File: config.mk
export PLATFORM = sky130hd
export DESIGN_NAME = alu_issue
export DESIGN_NICKNAME = d
export VERILOG_FILES = /design/src/rtl/alu_pkg.sv /design/src/rtl/imm_gen.sv /design/src/rtl/alu_issue.sv
export SDC_FILE = /design/constraint.sdc
export NUM_CORES = 1
export LEC_CHECK = 0
export ABC_AREA = 1
export BUFFER_PORTS_ARGS = -buffer_cell sky130_fd_sc_hd__buf_2
export CAP_MARGIN = 10
export CORE_MARGIN = 2
export CORE_UTILIZATION = 50
export DETAILED_ROUTE_END_ITERATION = 6
export GPL_TIMING_DRIVEN = 0
export PLACE_DENSITY = 0.72
export SYNTH_ARGS = -nofsm -noshare
export SYNTH_HDL_FRONTEND = slang
export SYNTH_SLANG_ARGS = --single-unit
File: constraint.sdc
create_clock -name clk -period 14.1 [get_ports clk]
set_clock_uncertainty 0.1 [all_clocks]
set_input_delay 0.705 -clock clk [delete_from_list [all_inputs] [get_ports clk]]
set_output_delay 0.705 -clock clk [all_outputs]
set_load 0.005 [all_outputs]
File: src/rtl/alu_pkg.sv
// alu_pkg -- shared ALU opcode encodings and RV32I decode constants.
// Imported by the issue stage (alu_issue) and by the ALU that consumes its
// alu_control output, so both sides agree on a single encoding.
package alu_pkg;

  // ALU operation selector driven on alu_control.
  typedef enum logic [3:0] {
    ALU_AND = 4'b0000,
    ALU_OR  = 4'b0001,
    ALU_ADD = 4'b0010,
    ALU_XOR = 4'b0011,
    ALU_SUB = 4'b0110,
    ALU_SLL = 4'b1000,
    ALU_SRL = 4'b1010,
    ALU_SRA = 4'b1011
  } alu_op_e;

  // RV32I major opcodes (instr[6:0]).
  localparam logic [6:0] OPC_OP     = 7'b0110011;
  localparam logic [6:0] OPC_OP_IMM = 7'b0010011;
  localparam logic [6:0] OPC_LOAD   = 7'b0000011;
  localparam logic [6:0] OPC_STORE  = 7'b0100011;
  localparam logic [6:0] OPC_BRANCH = 7'b1100011;
  localparam logic [6:0] OPC_LUI    = 7'b0110111;
  localparam logic [6:0] OPC_AUIPC  = 7'b0010111;
  localparam logic [6:0] OPC_JAL    = 7'b1101111;
  localparam logic [6:0] OPC_JALR   = 7'b1100111;

  // funct3 values of the supported register/immediate ALU ops.
  localparam logic [2:0] F3_ADD_SUB = 3'b000;
  localparam logic [2:0] F3_SLL     = 3'b001;
  localparam logic [2:0] F3_XOR     = 3'b100;
  localparam logic [2:0] F3_SRL_SRA = 3'b101;
  localparam logic [2:0] F3_OR      = 3'b110;
  localparam logic [2:0] F3_AND     = 3'b111;

  // funct7 values: base encoding and the alternate (SUB/SRA) encoding.
  localparam logic [6:0] F7_BASE = 7'b0000000;
  localparam logic [6:0] F7_ALT  = 7'b0100000;

endpackage

File: src/rtl/imm_gen.sv
// imm_gen -- RV32I immediate extraction.
// Ports:
//   instr  : in,  instruction bits [31:7] (the opcode field is not needed)
//   imm_i  : out, sign-extended I-type immediate
//   imm_s  : out, sign-extended S-type immediate
//   imm_u  : out, U-type immediate (upper 20 bits, low 12 bits zero)
module imm_gen #(
  parameter int REG_WIDTH = 32
) (
  input  logic [31:7]          instr,
  output logic [REG_WIDTH-1:0] imm_i,
  output logic [REG_WIDTH-1:0] imm_s,
  output logic [REG_WIDTH-1:0] imm_u
);

  // Size casts of signed values sign-extend to REG_WIDTH.
  assign imm_i = REG_WIDTH'($signed(instr[31:20]));
  assign imm_s = REG_WIDTH'($signed({instr[31:25], instr[11:7]}));
  assign imm_u = REG_WIDTH'($signed({instr[31:12], 12'h000}));

endmodule

File: src/rtl/alu_issue.sv
// alu_issue -- decodes an RV32I instruction into ALU opcode/operands and
// issues it through a 2-entry skid buffer (main + skid registers).
// Ports:
//   clk, reset          : clock, asynchronous active-high reset
//   flush               : synchronously discards every buffered op
//   in_valid/in_ready   : upstream handshake; instr, pc, rs1_data, rs2_data
//                         are sampled on an input transfer
//   out_valid/out_ready : downstream handshake
//   alu_control         : ALU opcode (alu_pkg::alu_op_e encoding)
//   op1, op2            : ALU operands
//   rd                  : destination register (0 for branches/stores)
//   illegal             : unsupported instruction, issued as ADD 0,0
module alu_issue
  import alu_pkg::*;
#(
  parameter int REG_WIDTH = 32
) (
  input  logic                 clk,
  input  logic                 reset,
  input  logic                 flush,
  input  logic                 in_valid,
  output logic                 in_ready,
  input  logic [31:0]          instr,
  input  logic [REG_WIDTH-1:0] pc,
  input  logic [REG_WIDTH-1:0] rs1_data,
  input  logic [REG_WIDTH-1:0] rs2_data,
  output logic                 out_valid,
  input  logic                 out_ready,
  output logic [3:0]           alu_control,
  output logic [REG_WIDTH-1:0] op1,
  output logic [REG_WIDTH-1:0] op2,
  output logic [4:0]           rd,
  output logic                 illegal
);

  typedef struct packed {
    alu_op_e                alu_control;
    logic [REG_WIDTH-1:0]   op1;
    logic [REG_WIDTH-1:0]   op2;
    logic [4:0]             rd;
    logic                   illegal;
  } issue_t;

  localparam issue_t RESET_ISSUE = '{
    alu_control: ALU_ADD, op1: '0, op2: '0, rd: '0, illegal: 1'b0
  };

  // ---------------------------------------------------------------- decode
  logic [REG_WIDTH-1:0] imm_i, imm_s, imm_u;

  imm_gen #(.REG_WIDTH(REG_WIDTH)) u_imm_gen (
    .instr (instr[31:7]),
    .imm_i (imm_i),
    .imm_s (imm_s),
    .imm_u (imm_u)
  );

  logic [6:0] opcode;
  logic [2:0] funct3;
  logic [6:0] funct7;
  logic [REG_WIDTH-1:0] shamt_reg, shamt_imm;

  assign opcode = instr[6:0];
  assign funct3 = instr[14:12];
  assign funct7 = instr[31:25];
  // Shift amounts are confined to [4:0] so the ALU never shifts by >= 32.
  assign shamt_reg = REG_WIDTH'(rs2_data[4:0]);
  assign shamt_imm = REG_WIDTH'(instr[24:20]);

  issue_t dec;
  logic   bad;

  // NOTE: every variable driven here gets a default first, so no path can
  // leave one unassigned and infer a latch.
  always_comb begin
    dec             = RESET_ISSUE;
    dec.rd          = instr[11:7];
    bad             = 1'b0;
    unique case (opcode)
      OPC_OP: begin
        dec.op1 = rs1_data;
        dec.op2 = rs2_data;
        case (funct3)
          F3_ADD_SUB: begin
            if (funct7 == F7_BASE)     dec.alu_control = ALU_ADD;
            else if (funct7 == F7_ALT) dec.alu_control = ALU_SUB;
            else                       bad = 1'b1;
          end
          F3_SLL: begin
            dec.alu_control = ALU_SLL;
            dec.op2         = shamt_reg;
            bad             = (funct7 != F7_BASE);
          end
          F3_SRL_SRA: begin
            dec.alu_control = (funct7 == F7_ALT) ? ALU_SRA : ALU_SRL;
            dec.op2         = shamt_reg;
            bad             = (funct7 != F7_BASE) && (funct7 != F7_ALT);
          end
          F3_XOR: begin dec.alu_control = ALU_XOR; bad = (funct7 != F7_BASE); end
          F3_OR:  begin dec.alu_control = ALU_OR;  bad = (funct7 != F7_BASE); end
          F3_AND: begin dec.alu_control = ALU_AND; bad = (funct7 != F7_BASE); end
          default: bad = 1'b1;  // SLT/SLTU
        endcase
      end
      OPC_OP_IMM: begin
        dec.op1 = rs1_data;
        dec.op2 = imm_i;
        // Only the shift-immediates constrain instr[31:25]; there is no SUBI.
        case (funct3)
          F3_ADD_SUB: dec.alu_control = ALU_ADD;
          F3_SLL: begin
            dec.alu_control = ALU_SLL;
            dec.op2         = shamt_imm;
            bad             = (funct7 != F7_BASE);
          end
          F3_SRL_SRA: begin
            dec.alu_control = instr[30] ? ALU_SRA : ALU_SRL;
            dec.op2         = shamt_imm;
            bad             = (funct7 != F7_BASE) && (funct7 != F7_ALT);
          end
          F3_XOR:  dec.alu_control = ALU_XOR;
          F3_OR:   dec.alu_control = ALU_OR;
          F3_AND:  dec.alu_control = ALU_AND;
          default: bad = 1'b1;  // SLTI/SLTIU
        endcase
      end
      OPC_LOAD: begin
        dec.op1 = rs1_data;
        dec.op2 = imm_i;
      end
      OPC_STORE: begin
        dec.op1 = rs1_data;
        dec.op2 = imm_s;
        dec.rd  = '0;
      end
      OPC_BRANCH: begin
        dec.alu_control = ALU_SUB;
        dec.op1         = rs1_data;
        dec.op2         = rs2_data;
        dec.rd          = '0;
      end
      OPC_LUI:   dec.op2 = imm_u;
      OPC_AUIPC: begin
        dec.op1 = pc;
        dec.op2 = imm_u;
      end
      OPC_JAL, OPC_JALR: begin
        // Link address pc+4.
        dec.op1 = pc;
        dec.op2 = REG_WIDTH'(3'd4);
      end
      default: bad = 1'b1;
    endcase

    if (bad) begin
      dec         = RESET_ISSUE;
      dec.rd      = instr[11:7];
      dec.illegal = 1'b1;
    end
  end

  // ----------------------------------------------------------- skid buffer
  logic   main_valid, skid_valid;
  issue_t main_q, skid_q;
  logic   in_fire, out_fire, skid_load;

  assign in_ready  = !skid_valid;
  assign out_valid = main_valid;
  assign in_fire   = in_valid && in_ready;
  assign out_fire  = main_valid && out_ready;
  // Main is occupied and not draining: a new op has to park in skid.
  assign skid_load = !flush && main_valid && !out_ready && in_fire;

  // NOTE: sequential state uses non-blocking assignments so every flop
  // samples pre-edge values regardless of statement order.
  always_ff @(posedge clk or posedge reset) begin
    if (reset) begin
      main_valid <= 1'b0;
      skid_valid <= 1'b0;
      main_q     <= RESET_ISSUE;
    end else if (flush) begin
      main_valid <= 1'b0;
      skid_valid <= 1'b0;
    end else if (!main_valid || out_fire) begin
      // Main is free this edge: refill from skid first to keep order.
      if (skid_valid) begin
        main_q     <= skid_q;
        main_valid <= 1'b1;
        skid_valid <= 1'b0;
      end else if (in_fire) begin
        main_q     <= dec;
        main_valid <= 1'b1;
      end else begin
        main_valid <= 1'b0;
      end
    end else if (skid_load) begin
      skid_valid <= 1'b1;
    end
  end

  // NOTE: skid payload has no reset; it is only observed behind skid_valid,
  // which is reset.
  always_ff @(posedge clk) begin
    if (skid_load) skid_q <= dec;
  end

  assign alu_control = main_q.alu_control;
  assign op1         = main_q.op1;
  assign op2         = main_q.op2;
  assign rd          = main_q.rd;
  assign illegal     = main_q.illegal;

endmodule

## Word level (Yosys, flattened, before mapping)

Cells that the tools add are included.

| operators by class | value |
|---|---|
| equal/unequal tests | 16 |
| reduce and logical (&&, ||, !) cells | 27 |
| muxes and demuxes | 27 |
| bitwise operators | 1 |

Operators by type and width:

| cell | number |
|---|---|
| $pmux 32 s7 | 1 |
| $mux 74 | 3 |
| $mux 32 | 2 |
| $pmux 32 s2 | 1 |
| $eq 7x6->1 const B | 4 |
| $pmux 4 s6 | 1 |
| $eq 7x7->1 const B | 3 |
| $pmux 4 s5 | 1 |
| $eq 7x5->1 const B | 2 |
| $eq 3x3->1 const B | 4 |
| $pmux 4 s3 | 1 |
| $mux 1 | 11 |
| $pmux 1 s3 | 3 |
| $reduce_or 2->1 | 4 |
| $reduce_or 4->1 | 2 |
| $eq 7x2->1 const B | 1 |
| $logic_not 7->1 | 1 |
| $ne 7x6->1 const B | 1 |
| $reduce_bool 7->1 | 1 |
| $reduce_or 7->1 | 1 |
| $logic_and 1x1->1 | 6 |
| $mux 3 | 2 |
| $mux 5 | 1 |
| $reduce_or 5->1 | 1 |
| 9 further kinds | 13 |

| storage, ports and cells | value |
|---|---|
| output and inout bits | 76 |
| input bits | 133 |
| register bits | 150 |
| logic and storage cells | 83 |

## Longest topological paths before layout

Gate-level depths: netlist (run 1).

| depth | value |
|---|---|
| word-level depth | 8 |
| mapped depth | 14 |
| depth with buffers taken out | 12 |

## Cells and area by module

A second synthesis (run 1) with hierarchy kept.

| unflattened totals | value |
|---|---|
| cell total of the unflattened synthesis | 1559 |
| area, all modules | 10333.7 µm² |

By module, submodules not included:

| module | cells an instance | area an instance (µm²) | times used | sequential area each (µm²) |
|---|---|---|---|---|
| alu_issue | 1462 | 9609.2 | 1 | 4125.2 |
| imm_gen | 97 | 724.4 | 1 | 0.0 |

## Worst setup path before layout (run 1)

No wires, ideal clock.

| timing path | value |
|---|---|
| path type | register to register |
| start point | register skid_valid |
| end point | register skid_q[0] (netlist bit), enable pin |
| setup slack | 9106 ps |
| period minus slack after synthesis | 4994 ps |
| data arrival time | 4388 ps |
| setup time | 507 ps |
| data required time | 13493 ps |
| cell stages (with the launch flop) | 7 |
| buffers on the path | 3 |
| path through | dfrtp_1 -> clkbuf_1 -> inv_2 -> clkbuf_1 -> clkbuf_1 -> nand2_1 -> nor2_1 |

| between the ends | value |
|---|---|
| longest elaborated chain between the ends | 3 |

Ends and longest elaborated chain:

| item | line | text |
|---|---|---|
| start: declaration | alu_issue.sv:163 | `logic main_valid, skid_valid;` |
| start signal: assignment | alu_issue.sv:179 | `skid_valid <= 1'b0;` |
| start signal: assignment | alu_issue.sv:183 | `skid_valid <= 1'b0;` |
| start signal: assignment | alu_issue.sv:189 | `skid_valid <= 1'b0;` |
| $logic_not 1->1 | alu_issue.sv:167 | `assign in_ready = !skid_valid;` |
| net in_ready | alu_issue.sv:22 | `output logic in_ready,` |
| $logic_and 1x1->1 | alu_issue.sv:169 | `assign in_fire = in_valid && in_ready;` |
| $logic_and 1x1->1 | alu_issue.sv:172 | `assign skid_load = !flush && main_valid && !out_ready && in_fire;` |
| net skid_load | alu_issue.sv:165 | `logic in_fire, out_fire, skid_load;` |
| end signal: assignment | alu_issue.sv:204 | `if (skid_load) skid_q <= dec;` |
| end: declaration | alu_issue.sv:164 | `issue_t main_q, skid_q;` |

The timed path passes the listed nets, and every way through them passes these cells.
A chain may end at the register's enable or synchronous reset.

## Worst setup path in the final report (run 1)

| timing path | value |
|---|---|
| start point | register skid_valid |
| end point | register skid_q[39] (netlist bit), enable pin |

| between the ends | value |
|---|---|
| longest elaborated chain between the ends | 3 |

Ends and longest elaborated chain:

| item | line |
|---|---|
| $logic_not 1->1 | alu_issue.sv:167 |
| $logic_and 1x1->1 | alu_issue.sv:169 |
| $logic_and 1x1->1 | alu_issue.sv:172 |
| net skid_load | alu_issue.sv:165 |

The timed path passes the listed nets, and every way through them passes these cells.

==> results of run 1 <==
[per-layer routing]
metal,routed length (microns),up-vias,track usage (%)
met5,0,-,0
met3,1750,38,4.35
li1,-,4335,-
met2,11800,335,46.6
met4,536,0,8.60
met1,11600,3990,39.8
[power groups by stage]
stage | logic [mW] | clock network (mW) | registers, mW
floorplan | 0.0508 | 0 | 0.492
global placement | 0.106 | 0 | 0.491
detailed placement | 0.109 | 0 | 0.491
CTS | 0.110 | 0.498 | 0.482
global route | 0.122 | 0.513 | 0.484
finish | 0.110 | 0.495 | 0.482
[cells in the final DEF (no fill, tap or decap)]
| cell | n |
|---|---|
| a21oi_1 | 1 |
| buf_1 | 12 |
| buf_12 | 2 |
| buf_16 | 1 |
| buf_2 | 230 |
| buf_4 | 2 |
| bufinv_16 | 1 |
| clkbuf_1 | 38 |
| clkbuf_16 | 23 |
| clkinv_4 | 3 |
| clkinvlp_4 | 2 |
| dfrtp_1 | 75 |
| dfstp_2 | 1 |
| diode_2 | 1 |
| edfxtp_1 | 74 |
| inv_1 | 110 |
| inv_2 | 3 |
| inv_4 | 1 |
| nand2_1 | 498 |
| nand2_2 | 1 |
| nand3_1 | 122 |
| nand4_1 | 6 |
| nor2_1 | 267 |
| nor2_2 | 1 |
| nor2_4 | 1 |
| nor3_1 | 3 |
| nor3_4 | 1 |
| o21ai_0 | 20 |
| o21ai_1 | 1 |
| o31ai_1 | 1 |
| or3b_2 | 1 |
[per-stage QoR]
step	area (sq um)	util (%)	hold slack [ps]
after floorplan	8550	-	357
after global placement	9860	59.3	353
after detailed placement	9940	59.7	359
after CTS	10600	63.7	189
after global routing	10600	63.7	211
final	10600	63.7	178
[synth_stat cells (all sizes together)]
master | number | area [sq um]
clkbuf | 35 | 131
or3b | 1 | 8.76
nand2 | 499 | 1880
dfstp | 1 | 26.3
a21oi | 1 | 5.00
inv | 114 | 428
nand3 | 122 | 611
o31ai | 1 | 7.51
dfrtp | 75 | 1880
nand4 | 6 | 37.5
nor2 | 269 | 1010
edfxtp | 74 | 2220
o21ai | 21 | 105
buf | 36 | 170
nor3 | 4 | 31.3
[kinds of logic after synthesis]
family	Yosys count
and+or+nand+nor	901
buffers and inverters	185
DFF	150
AOI/OAI and AO/OA	23
[area by class of cell]
| class | instances | area, sq um | share of cell area [%] |
|---|---|---|---|
| clock inverters | 6 | 71.3 | 0.673 |
| well taps | 220 | 275 | 2.60 |
| inverters | 114 | 430 | 4.06 |
| repair buffers | 211 | 1110 | 10.5 |
| flip-flops and latches | 150 | 4130 | 38.9 |
| diodes | 1 | 2.50 | 0.0236 |
| plain buffers | 71 | 302 | 2.84 |
| clock buffers | 26 | 587 | 5.53 |
| multi-input cells | 924 | 3700 | 34.9 |
[how the worst min path moves through the flow]
| stage | to | startpoint | cells after the start |
|---|---|---|---|
| floorplan | alu_control[1] | alu_control[1] | 2 |
| global placement | alu_control[1] | alu_control[1] | 2 |
| detailed placement | op1[6] | op1[6] | 2 |
| CTS | op1[4] | reset | 2 |
| global route | op1[4] | reset | 2 |
| finish | op1[4] | reset | 2 |
[registers in the layout, indices dropped and copies added (netlist names)]
register and count:
skid_q 74, alu_control 4, out_valid 1, illegal 1
op1 32, op2 32, rd 5, skid_valid 1
==> results summary, run 1 <==
Together, buffers and inverters on the worst path number 6. The relative contribution of combinational cells to total power came out at about a tenth. The leakage power of the design is 6.46 nW. Hold repair after CTS inserted 0 buffers. The highest fanout seen on the critical path came out at 27. The number of hold violations in the final report came to 0. For flop-to-flop paths, the worst setup slack is 10560 ps. The endpoint identified for the worst register-to-register timing path is skid_q[39]. The mean number of vias per cell is 5.05. Synthesis handed over a netlist of 1259 instances. The total of cells resized after clock tree synthesis is 0. In this run the core area contains 47 standard-cell rows. The slack of the critical path is 10560 ps. The startpoint kind of the worst setup timing path is a flop. The maximum level of the CTS H-tree is 4. The net load switching power came out at 0.264 mW. Tracing the worst setup path back leads to its startpoint at skid_valid. The first global-routing pass estimated between 40000 and 50000 microns of wire.

The count of cells along the worst register-to-register path came out at 8. The floorplan step set the die width to around 130 microns. The number of placed instances, taps included, is 1690. Dividing the detail-routed wire length by the instance count gives ~15 microns. Setup repair after global routing left no endpoint under its margin. The worst setup path is captured at a flop.

For this design, the slowest cell found on the critical path is nor2_4. The number of inserted filler cells in the final layout is ~1.6k. The flow ran to the end, and the final reports show no timing, DRC or antenna violations.

The most frequent cell on the critical path is clkbuf_1. The share of cells above drive strength 1 came out at 18.2%. Buffers added to address setup during post-CTS repair amount to 0.

In this run the vertical extent of the chip is 135 microns. The TritonCTS clock tree is yes. The total via count in the routed design is 8698. The synthesized area per cell is 6.79 sq um.

The net total in the final layout came out at 1622. Timing analysis after detailed placement gives a worst setup slack of between 10000 and 15000 ps. The portion of synthesized area spent on multiplexers is 0%. The final clock period utilization by the worst path is 25.1%. The total global routing track utilization is around 29%. The global route total overflow is 0. In the final timing run, aggregate negative setup slack is 0 ps.

The synthesized flop and latch total came out at 150. The maximum clock frequency came out at ~280 MHz. The number of iterations in the first detailed-routing pass is 5. The clock network is responsible for 45.5% of the overall power. After Yosys synthesis, and, or, nand and nor cells account for a little over two fifths of the synthesized area.

The power per unit of standard cell area came out at slightly above 100 mW/mm^2. The worst register-to-register path begins at skid_valid. The number of standard cells in the layout, taps in and fillers out is 1723. The synthesized netlist occupies a cell area of between 0.008 and 0.009 sq mm.

The number of ports placed on the die boundary is 209. The clock insertion delay at the later pin of the skew report came out at 430 ps. The initial core utilization is 51.4%. Counting every sink on the clock net gives 150. The count of routing violations after the opening detailed-route iteration is 608.

The number of remaining DRC errors is 0. The final estimated routing congestion in global placement is 0.925. Among cell families on the critical path, the largest total delay comes from buffers and inverters. The number of antenna violations at the first check in global routing came out at 1. The proportion of synthesized chip area in sequential cells is 48.3%. Across the run, the number of max-cap violations was 0.

The number of clock buffers inserted by TritonCTS is 17. The number of synthesis warnings came out at 0. The share of total power in sequential cells came out at between 40% and 50%. The transition at the pin with the smallest max-transition slack came out at 891 ps. The depth of the critical timing path with buffers and inverters included came out at 8. The die outline area came out at roughly 0.018 sq mm.

Entering global routing, the biggest net connects 48 pins. The worst slew margin relative to its limit is between 40% and 50%. By area, the combinational part of the netlist is dominated by simple AND/OR/NAND/NOR gates. The critical path in this run is classified as reg2reg. The arrival time reported for the critical path endpoint came out at 3570 ps. Yosys mapped the design onto 22 distinct sky130hd cell types. The end point of the critical path is skid_q[39]. The adder-cell area share of the yosys netlist is 0%. After Yosys synthesis, XOR and XNOR cells account for 0% of the synthesized area.

The signal on the critical path passes through clkbuf_1, inv_2, clkbuf_1, clkbuf_1, nand2_1, nor2_4, buf_12, buf_12. The max-slew violation total from the final report came out at 0. The root buffer cell chosen for the clock tree is clkbuf_16. The design draws 1.09 mW.

Across the VDD grid, the largest voltage drop is 0.0933 mV. The final count of negative-setup-slack endpoints came out at 0. The switching power share of the total came out at 24.3%. The internal power summed over all cells is 0.823 mW.

The core region is 0.0166 sq mm. Summing the areas of all compound-gate instances in the mapped netlist gives 1.38% of the synthesized area. The synthesized net count is 1392.

The number of global-route vias before repair is 8000. The residual antenna-violating net count after detailed routing came out at 0. The worst stage delay on the critical path is 730 ps. The path class of the lowest-slack min-delay path is in2async. The area added between synthesis and finish is 24.0%. For this block, the routed nets add up to 25700 microns of wire. The longest clock path from root to sink contains 2 buffers. The HPWL after detailed placement is 18900 microns. The final critical delay including setup and external delays is 3540 ps. The count of port buffers added during placement came out at 208. The clock transition time at the flip-flop clock pins of the worst setup and hold paths is 60 ps.

The endpoint required time on the critical path is approximately 14000 ps.
Power figures use the tool's default switching activity.
==> run 2, diff against run 1 <==
==> constraint.sdc (replaced) <==
create_clock -name clk -period 3.3 [get_ports clk]
set_clock_uncertainty 0.1 [all_clocks]
set_input_delay 0.165 -clock clk [delete_from_list [all_inputs] [get_ports clk]]
set_output_delay 0.165 -clock clk [all_outputs]
set_load 0.005 [all_outputs]
==> results summary, run 2 (same netlist as run 1, synthesis figures left out) <==
The run finished with clean final reports. The placeable core area came to 0.0166 sq mm (unchanged). The post-detailed-route wirelength per cell is 15.1 microns (+0.87%). The total power of the final layout was 4.81 mW (+340%). The tightest hold margin is 60.1 ps (-118 ps). The slack of the critical path is 368 ps (-10190 ps). The maximum ir drop on the vdd rail came out at 0.382 mV (+310%). The number of iterations in the first detailed-routing pass is 5 (unchanged). In this run the clock root is driven by a clkbuf_16. The residual antenna-violating net count after detailed routing came out at 0 (unchanged). The max-slew violation total from the final report came out at 0 (unchanged). The row count came to 47 (unchanged). The endpoint required time on the critical path was 3320 ps (-10810 ps). The global route total overflow came to 0 (unchanged). The reported max-cap violation count came out at 0 (unchanged). Relative to the synthesized area, the layout overhead comes to 25.5%. The maximum level of the CTS H-tree is 4 (unchanged). The post-placement worst setup slack is 5.78 ps (-10570 ps).

The die outline area came out at 0.0182 sq mm (unchanged). The power per unit of standard cell area came out at 449 mW/mm^2 (+340%). The chip height is 135 microns (unchanged). The total via count in the routed design was 8711 (+0.15%).

The number of buffer and inverter stages on the critical path was 5 (-1). The maximum number of pins on one net before global-route repair is 48 (unchanged). The critical path is of the reg2reg type. The number of global-route vias before repair is 8158 (+2.0%). The share of cells above drive strength 1 came out at 18.1% (-0.11 points).

The sum of negative setup slack came out at 0 ps (unchanged). In the layout the commonest cells are nand2_1, nor2_1, buf_2. Setup repair after global routing left no endpoint under its margin. The die span in x is 135 microns (unchanged).

The net total in the final layout came out at 1631 (+0.55%). The number of antenna violations at the first check in global routing was 0 (-1). The clock insertion delay at the later pin of the skew report came out at 420 ps (about the same).

The final clock period utilization by the worst path is 88.8% (+64 points). The count of routing violations after the opening detailed-route iteration was 666 (+9.5%). The number of remaining DRC errors is 0 (unchanged). The final standard cell utilization of the core was 64.4% (+0.73 points). The multi-input logic area is 0.00370 sq mm (unchanged). The cell area after placement is 0.00994 sq mm (unchanged). The path class of the lowest-slack min-delay path is in2reg. TritonCTS built the clock tree. The initial core utilization came to 51.4% (unchanged). The number of flip-flops under the largest register name came out at 74 (unchanged). The number of hold violations in the final report was 0 (unchanged). The leakage power of the design came out at 6.52 nW (+0.86%). The worst slew margin relative to its limit came out at 35.2% (-5.0 points).

The maximum clock frequency is 341 MHz (+21%). Leaving out fill and tap cells, the most frequent cell in the layout is nand2_1. The final instance area is 0.0107 sq mm (+1.1%).

The mean number of vias per cell came out at 5.03 (-0.31%). The total global routing track utilization came out at 29.1% (+0.48 points). The worst setup path is launched from a flop. The final count of negative-setup-slack endpoints came out at 0 (unchanged). The final estimated routing congestion in global placement is 0.925 (about the same).

The slowest cell on the critical path is nor2_4. The final critical delay including setup and external delays is 2930 ps (-612 ps). The number of standard cells in the layout, taps in and fillers out came out at 1731 (+0.46%). The kind of cell with the highest combined delay along the critical path is buffers and inverters. The register area is 0.00413 sq mm (unchanged). The transition at the pin with the smallest max-transition slack is 964 ps (+73.4 ps). The highest fanout seen on the critical path is 33 (+22%).

The count of port buffers added during placement came out at 208 (unchanged). The final wirelength came out at 26100 microns (+1.3%). The half-perimeter wire length after detailed placement is 19400 microns (+2.4%). The number of cells after detailed placement is 1690 (unchanged).

The clock sink total is 150 (unchanged). Walking the worst path, the cells encountered are clkbuf_1, inv_2, clkbuf_1, nand2_1, nor2_4, buf_12, buf_12. Counting flops per register, the top entry is skid_q. The maximum count of clock buffers along a single path came to 2 (unchanged). The arrival time reported for the critical path endpoint came out at 2950 ps (-620 ps). The number of inserted filler cells in the final layout is 1561 (+0.19%). The worst stage delay on the critical path came out at 490 ps (-240 ps). The number of inserted diodes is 0 (-1). The global-route wire length before repair came out at 41100 microns (+1.5%). The number of ports placed on the die boundary is 209 (unchanged). The sort of element at the end of the critical path is a flop.

The number of clock buffers inserted by TritonCTS came out at 17 (unchanged). The clock transition time at the flip-flop clock pins of the worst setup and hold paths came out at 60 ps (about the same).
-- run 2: cell count changes in the layout (fill, tap and decap cells not counted), sizes merged --
cell         previous run  this run
bufinv                  1         7
clkbuf                 61        54
clkinvlp                2         1
diode                   1         0
dlygate4sd3             0        10
inv                   114       115
-- run 2: worst register-to-register path, stage by stage, from the launching register on --
cell      delay [ps]
dfrtp_1          350
clkbuf_1         230
inv_2            330
clkbuf_1         410
nand2_1          170
nor2_4           490
buf_12           270
buf_12           250
-- run 2: layout make-up --
class	instances	area share, %
timing repair buffer	221	11.3
multi-input combinational	924	34.5
sequential	150	38.5
inverter	114	4.01
clock inverter	12	2.32
clock buffer	20	4.07
tap	220	2.57
buffer	70	2.78
-- run 2: worst paths after layout --
kind                              start             end  slack [ps]  cells after the start
max                          skid_valid      skid_q[43]         370                      7
min                        rs1_data[10]      skid_q[48]          60                      5
max reg2reg                  skid_valid      skid_q[43]         370                      7
min reg2reg                     op1[16]         op1[16]         370                      2
max in group asynchronous         reset  alu_control[1]        2260                      4
min in group asynchronous         reset          op1[4]         200                      3
-- run 2: report_power, final --
part	switching [mW]	internal, mW
Clock	0.776	1.50
Combinational	0.298	0.178
Sequential	0.0340	2.03
Total	1.11	3.71
-- run 2: timing repair --
item                                    in CTS  in global routing
endpoints found under the setup margin      28                  0
gates resized for setup                      0                  0
setup buffers                                0                  0
hold buffers                                10                  0
hold endpoints to repair                    36                  0
-- run 2: routing by layer --
| layer | vias to the layer above | global-route usage, % | routed length, microns |
|---|---|---|---|
| met5 | - | 0 | 0 |
| met4 | 0 | 11.5 | 766 |
| met3 | 50 | 5.63 | 1870 |
| met2 | 356 | 47.1 | 12100 |
| met1 | 3957 | 38.8 | 11400 |
| li1 | 4348 | - | - |
